### config.mk
export PLATFORM = sky130hd
export DESIGN_NAME = pipe_stage_reg
export DESIGN_NICKNAME = d
export VERILOG_FILES = /design/src/rtl/pipe_stage_reg.sv
export SDC_FILE = /design/constraint.sdc
export NUM_CORES = 1
export LEC_CHECK = 0
export ABC_AREA = 1
export CORE_ASPECT_RATIO = 1.5
export CORE_MARGIN = 2
export CORE_UTILIZATION = 43
export DETAILED_ROUTE_END_ITERATION = 8
export DONT_BUFFER_PORTS = 1
export PLACE_DENSITY = 0.66
export SYNTH_ARGS = -nofsm -noshare
export SYNTH_HDL_FRONTEND = slang
export SYNTH_SLANG_ARGS = --single-unit
### constraint.sdc
create_clock -name i_clk -period 4.7 [get_ports i_clk]
set_input_delay 0.47 -clock i_clk [delete_from_list [all_inputs] [get_ports i_clk]]
set_output_delay 0.47 -clock i_clk [all_outputs]
set_load 0.05 [all_outputs]
### src/rtl/pipe_stage_reg.sv
// Pipeline stage register with a one-entry skid buffer: full-throughput
// valid/ready handshake whose upstream ready never depends on downstream ready.
module pipe_stage_reg #(
  parameter int unsigned          INSTR_W   = 32,
  parameter int unsigned          PC_W      = 32,
  parameter logic [INSTR_W-1:0]   NOP_INSTR = '0
) (
  input  logic               i_clk,
  input  logic               i_reset,
  input  logic               i_valid,
  output logic               o_ready,
  input  logic [PC_W-1:0]    i_pc,
  input  logic [INSTR_W-1:0] i_instr,
  input  logic               i_flush,
  output logic               o_valid,
  input  logic               i_ready,
  output logic [PC_W-1:0]    o_pc,
  output logic [INSTR_W-1:0] o_instr,
  output logic [1:0]         o_count
);

  typedef enum logic [1:0] {
    EMPTY = 2'd0,
    ONE   = 2'd1,
    FULL  = 2'd2
  } state_e;

  state_e               state_q, state_d;
  logic [PC_W-1:0]      head_pc_q, head_pc_d;
  logic [INSTR_W-1:0]   head_instr_q, head_instr_d;
  logic [PC_W-1:0]      skid_pc_q, skid_pc_d;
  logic [INSTR_W-1:0]   skid_instr_q, skid_instr_d;

  logic accept;
  logic fire;

  // Ready comes from registered state only; reset gates it so nothing is
  // accepted while the stage is being cleared.
  assign o_ready = ~i_reset & (state_q != FULL);
  assign o_valid = (state_q != EMPTY);
  assign accept  = i_valid & o_ready;
  assign fire    = o_valid & i_ready;

  // Head data is held across bubbles; only the visible instruction is masked.
  assign o_pc    = head_pc_q;
  assign o_instr = o_valid ? head_instr_q : NOP_INSTR;

  always_comb begin
    o_count = 2'd0;
    case (state_q)
      EMPTY:   o_count = 2'd0;
      ONE:     o_count = 2'd1;
      FULL:    o_count = 2'd2;
      default: o_count = 2'd0;
    endcase
  end

  always_comb begin
    state_d      = state_q;
    head_pc_d    = head_pc_q;
    head_instr_d = head_instr_q;
    skid_pc_d    = skid_pc_q;
    skid_instr_d = skid_instr_q;

    if (i_flush) begin
      state_d      = EMPTY;
      head_instr_d = NOP_INSTR;
    end else begin
      case (state_q)
        EMPTY: begin
          if (accept) begin
            state_d      = ONE;
            head_pc_d    = i_pc;
            head_instr_d = i_instr;
          end
        end
        ONE: begin
          if (accept && fire) begin
            head_pc_d    = i_pc;
            head_instr_d = i_instr;
          end else if (accept) begin
            state_d      = FULL;
            skid_pc_d    = i_pc;
            skid_instr_d = i_instr;
          end else if (fire) begin
            state_d = EMPTY;
          end
        end
        FULL: begin
          if (fire) begin
            state_d      = ONE;
            head_pc_d    = skid_pc_q;
            head_instr_d = skid_instr_q;
          end
        end
        default: state_d = EMPTY;
      endcase
    end
  end

  always_ff @(posedge i_clk or posedge i_reset) begin
    if (i_reset) begin
      state_q      <= EMPTY;
      head_pc_q    <= '0;
      head_instr_q <= NOP_INSTR;
      skid_pc_q    <= '0;
      skid_instr_q <= '0;
    end else begin
      state_q      <= state_d;
      head_pc_q    <= head_pc_d;
      head_instr_q <= head_instr_d;
      skid_pc_q    <= skid_pc_d;
      skid_instr_q <= skid_instr_d;
    end
  end

endmodule

* Word level (Yosys, flattened, before mapping) *
Index checks and enable logic that the tools add are counted.

cells by class
  reduce and logical (&&, ||, !) cells = 9
  bitwise gates (word level) = 6
  mux-type cells = 18
  equality and inequality tests = 11

operator list
  operator            count
  $mux 32             8
  $pmux 32 s3         2
  $mux 2              6
  $ne 3x3->1 const B  4
  $reduce_and 4->1    3
  $ne 2x2->1 const B  4
  $pmux 2 s3          1
  $reduce_and 5->1    1
  $ne 4x4->1 const B  1
  $pmux 2 s2          1
  $reduce_bool 4->1   1
  $and 1x1->1         3
  $not 1->1           3
  $reduce_bool 3->1   1
  $eq 2x1->1 const B  1
  $eq 2x2->1 const B  1
  $logic_not 2->1     1
  $reduce_bool 2->1   1
  $logic_and 1x1->1   1

storage, ports and cells
  input bits = 69
  bits in registers = 130

* Depth between registers and ports, before layout *
  word-level depth = 7
  mapped depth = 10
  depth with buffers taken out = 9

* Least setup slack after synthesis *
Ideal clock, no wire load.

  path kind = input -> register
  start point = input i_reset
  end point = register head_instr_q[0]
  cell stages on the path = 9
  data required time = 4.582 ns
  setup slack = 0.340 ns
  data arrival time = 4.242 ns
  cells stage by stage = inv_1 > nand3_2 > nand2_1 > nand2_1 > nor2_1 > nand2_1 > buf_2 > nand3_1 > nand2_1

between the ends
  word-level cells in the longest chain between the ends = 6
  elaborated cells on any way between the ends = 7
  classes of those cells = eq/ne: 2; bitwise: 3; reduce/logical: 2

ends and longest elaborated chain
  element                         RTL line  text
  from (decl)                     9         input logic i_reset,
  $not 1->1 (*)                   39        assign o_ready = ~i_reset & (state_q != FULL);
  $and 1x1->1 (*)                 39
  $and 1x1->1 (*)                 41        assign accept = i_valid & o_ready;
  $logic_and 1x1->1               78        if (accept && fire) begin
  $ne 3x3->1 (no line)            --
  $reduce_and 4->1 (no line) (*)  --
  to (signal assigned)            111       head_instr_q <= head_instr_d;
  to (decl)                       30        logic [INSTR_W-1:0] head_instr_q, head_instr_d;

Every way passes the cells marked *; elsewhere a longest branch is shown, timed or not.
A chain may end at the register's enable or synchronous reset.

* Worst setup path in the final report *
  start point = register state_q[0]
  end point = register head_pc_q[30], in the netlist o_pc[30]

between the ends
  elaborated cells on any way between the ends = 15
  classes of those cells = eq/ne: 6; mux: 1; bitwise: 3; reduce/logical: 5

RTL lines
  element                         RTL line  text
  from (decl)                     28        state_e state_q, state_d;
  from (signal assigned)          109       state_q <= state_d;
  $reduce_bool 2->1 (*)           40        assign o_valid = (state_q != EMPTY);
  named net o_valid               15        output logic o_valid,
  $and 1x1->1 (*)                 42        assign fire = o_valid & i_ready;
  $logic_and 1x1->1               78
  $ne 2x2->1 (no line)            --
  $reduce_and 5->1 (no line) (*)  --
  to (signal assigned)            110       head_pc_q <= head_pc_d;
  to (decl)                       29        logic [PC_W-1:0] head_pc_q, head_pc_d;

Mark *: on every way through the listed nets, which the timed path passes. The rest lies on a longest branch.

==> results.sh <==
export IMPL_place_area_um2=6280
export IMPL_synth_edff_count=0
export IMPL_critical_path_required_ns=4.99
export IMPL_antenna_left=0
export IMPL_grt_overflow=0
export IMPL_clockBufferDepth=2
export IMPL_pwr_share_comb=0.144
export IMPL_syn_inst=800
export IMPL_synth_xor_area_share=0
export IMPL_synth_top_area_share=0.520
export IMPL_synth_top_cell_by_area="dfrtp_1"
export IMPL_fin_nets=836
export IMPL_post_route_period_util=0.762
export IMPL_synthArstFlopShare=1.00
export IMPL_antenna_cells=0
export IMPL_synthMuxAreaShare=0
export IMPL_die_w_um=103
export IMPL_max_freq_ghz=0.279
export IMPL_power_frac_clock=0.347
export IMPL_ys_flop_type="dfrtp_1"
export IMPL_initial_utilization=0.435
export IMPL_slew_headroom=0.249
export IMPL_utilization=0.476
export IMPL_drtPass1Iterations=7
export IMPL_cts_tree="done"
export IMPL_ir_drop_v=0.000336
export IMPL_crit_arrival_ns=3.87
export IMPL_hold_viol=0
export IMPL_io_buffers=0
export IMPL_synth_compound_area_frac=0.103
export IMPL_core_area_um2=14400
export IMPL_cts_root_buf="clkbuf_16"
export IMPL_setup_viol=0
export IMPL_cts_buffers=17
export IMPL_drive_gt1_frac=0.0642
export IMPL_synth_seq_cells=130
export IMPL_hpwl_um=9240
export IMPL_hold_class="in -> reg"
export IMPL_clock_sinks=130
export IMPL_clkTransAtPathRegs_ns=0.06
export IMPL_rsz0062_at_grt="no"
export IMPL_path_max_fanout=38
export IMPL_dieHeight_um=152
export IMPL_fin_crit_ns=3.58
export IMPL_yosysSeqAreaShare=0.520
export IMPL_synth_simple_area_share=0.266
export IMPL_first_iter_violations=266
export IMPL_status="completed"
export IMPL_synth_nets=869
export IMPL_insertion_delay_ns=0.41
export IMPL_syn2layout_area_growth_pct=9.56
export IMPL_track_usage=0.201
export IMPL_std_cell_rows=54
export IMPL_tns_ns=0
export IMPL_ctsResizeCount=0
export IMPL_place_gp_congestion=0.772
export IMPL_first_global_vias=4691
export IMPL_post_drt_via_cell_ratio=5.13
export IMPL_worstSetupPathType="reg -> reg"
export IMPL_cp_start_kind="register"
export IMPL_synth_cell_type_count=21
export IMPL_maxCapViolCount=0
export IMPL_wl_um=15000
export IMPL_pin_count=137
export IMPL_power_density_nw_per_um2=527
export IMPL_yosys_warnings=0
export IMPL_drc=0
export IMPL_tightest_slew_ns=1.12
export IMPL_power_internal_mw=2.33
export IMPL_synthTopCellsByArea="dfrtp_1 52%, nand2_1 12%, nand4_1 6.4%, inv_1 6.0%, o21ai_0 5.5%"
export IMPL_cellLeakagePower_nw=3.52
export IMPL_power_share_sequential=0.509
export IMPL_die_area_um2=15600
export IMPL_syn_avg_cell_area_um2=7.82
export IMPL_syn_area_um2=6260
export IMPL_synth_top_family_by_area="simple AND/OR/NAND/NOR gates"
export IMPL_p_switching_mw=1.28
export IMPL_grt_max_degree=95
export IMPL_vias=5000
export IMPL_worstSetupEndpointType="register"
export IMPL_h_tree_depth=4
export IMPL_slew_violations=0
export IMPL_skew_ns=0.00841
export IMPL_final_area_um2=6860
export IMPL_antenna_found_initial=0
export IMPL_grt_pass1_wl_um=24000
export IMPL_wl_per_cell_um=15.4
export IMPL_synth_fa_ha_area_frac=0
export IMPL_p_sw_frac=0.354
-- Yosys cell counts, drive strengths merged (2+ instances only) --
library cell  number
nand2            198
a21oi             41
nor2              76
o21ai             88
clkbuf            18
inv              103
nand3             36
nor3               2
nand4             64
buf               42
dfrtp            130
-- critical path: stages (launching register included) --
cell and delay (ns):
dfrtp_1 0.45, inv_2 0.06, nand2_1 0.40, inv_2 0.39, nand2_2 0.57, buf_4 0.51
nand3_2 0.68, nand2_1 0.26, nand2_1 0.08
-- placed cells by master (no fill, tap or decap), types with 3 or more instances in the layout --
master      synthesis  final
o21ai_0            69     69
nand2_2             2      3
inv_2               3      3
nor2_1             75     75
nand3_1            34     34
clkinvlp_4          0      4
a21oi_1            41     41
inv_1             100     99
nand4_1            64     64
clkbuf_8            0      4
o21ai_1            19     19
clkbuf_16           0     17
dfrtp_1           130    130
buf_4               9      7
nand2_1           196    194
-- cell families after synthesis --
family                 after synthesis
and+or+nand+nor                    377
DFF                                130
AOI/OAI and AO/OA                  129
buffers and inverters              164
-- registers in the layout, indices dropped and copies added (netlist names) --
name	cells
head_instr_q	32
o_pc	32
skid_instr_q	32
skid_pc_q	32
state_q	2
-- layer usage --
layer,up-vias,global-route usage,routed length [um]
met2,131,0.324,7430
met1,2356,0.255,6470
met3,18,0.0578,844
li1,2495,-,-
met5,-,0,0
met4,0,0.0747,280
-- path summary, 6_finish.rpt --
| check | to | cells past startpoint | startpoint | slack (ns) |
|---|---|---|---|---|
| worst max-delay path | o_pc[30] | 8 | state_q[0] | 1.12 |
| worst min-delay path | skid_instr_q[22] | 2 | i_instr[22] | 0.21 |
| worst max register to register | o_pc[30] | 8 | state_q[0] | 1.12 |
| worst min register to register | skid_instr_q[2] | 2 | skid_instr_q[2] | 0.49 |
| max in group asynchronous | skid_pc_q[15] | 3 | i_reset | 2.71 |
| min in group asynchronous | state_q[0] | 2 | i_reset | 0.61 |
-- timing repair --
item                                    in CTS  in global routing
hold buffers                                 1                  0
endpoints found under the setup margin       0                  0
endpoints found under the hold margin       54                  0
setup buffers                                0                  0
-- per-stage QoR --
step / cells / worst slack [ns] / hold WS [ns] / power (mW)
finish: 975 / 1.12 / 0.213 / 3.62
global route: 975 / 0.767 / 0.200 / 3.82
CTS: 975 / 1.10 / 0.192 / 3.67
detailed placement: 943 / 1.10 / 0.423 / 2.39
global placement: 943 / 1.20 / 0.424 / 2.37
floorplan: 800 / 0.340 / 0.453 / 2.26
-- power by group through the flow --
stage	Combinational [mW]	Clock, mW	Sequential [mW]
floorplan	0.448	0	1.81
global placement	0.513	0	1.86
detailed placement	0.531	0	1.86
CTS	0.532	1.29	1.84
global route	0.619	1.33	1.87
finish	0.522	1.25	1.84
-- layout make-up --
type                       instances  area, um2
sequential                       130       3250
tap                              196        245
clock buffer                      23        488
clock inverter                     8       78.8
multi-input combinational        506       2330
timing repair buffer               8       62.6
fill                            1438       7530
inverter                         104        395
(Power assumes the default switching activity.)
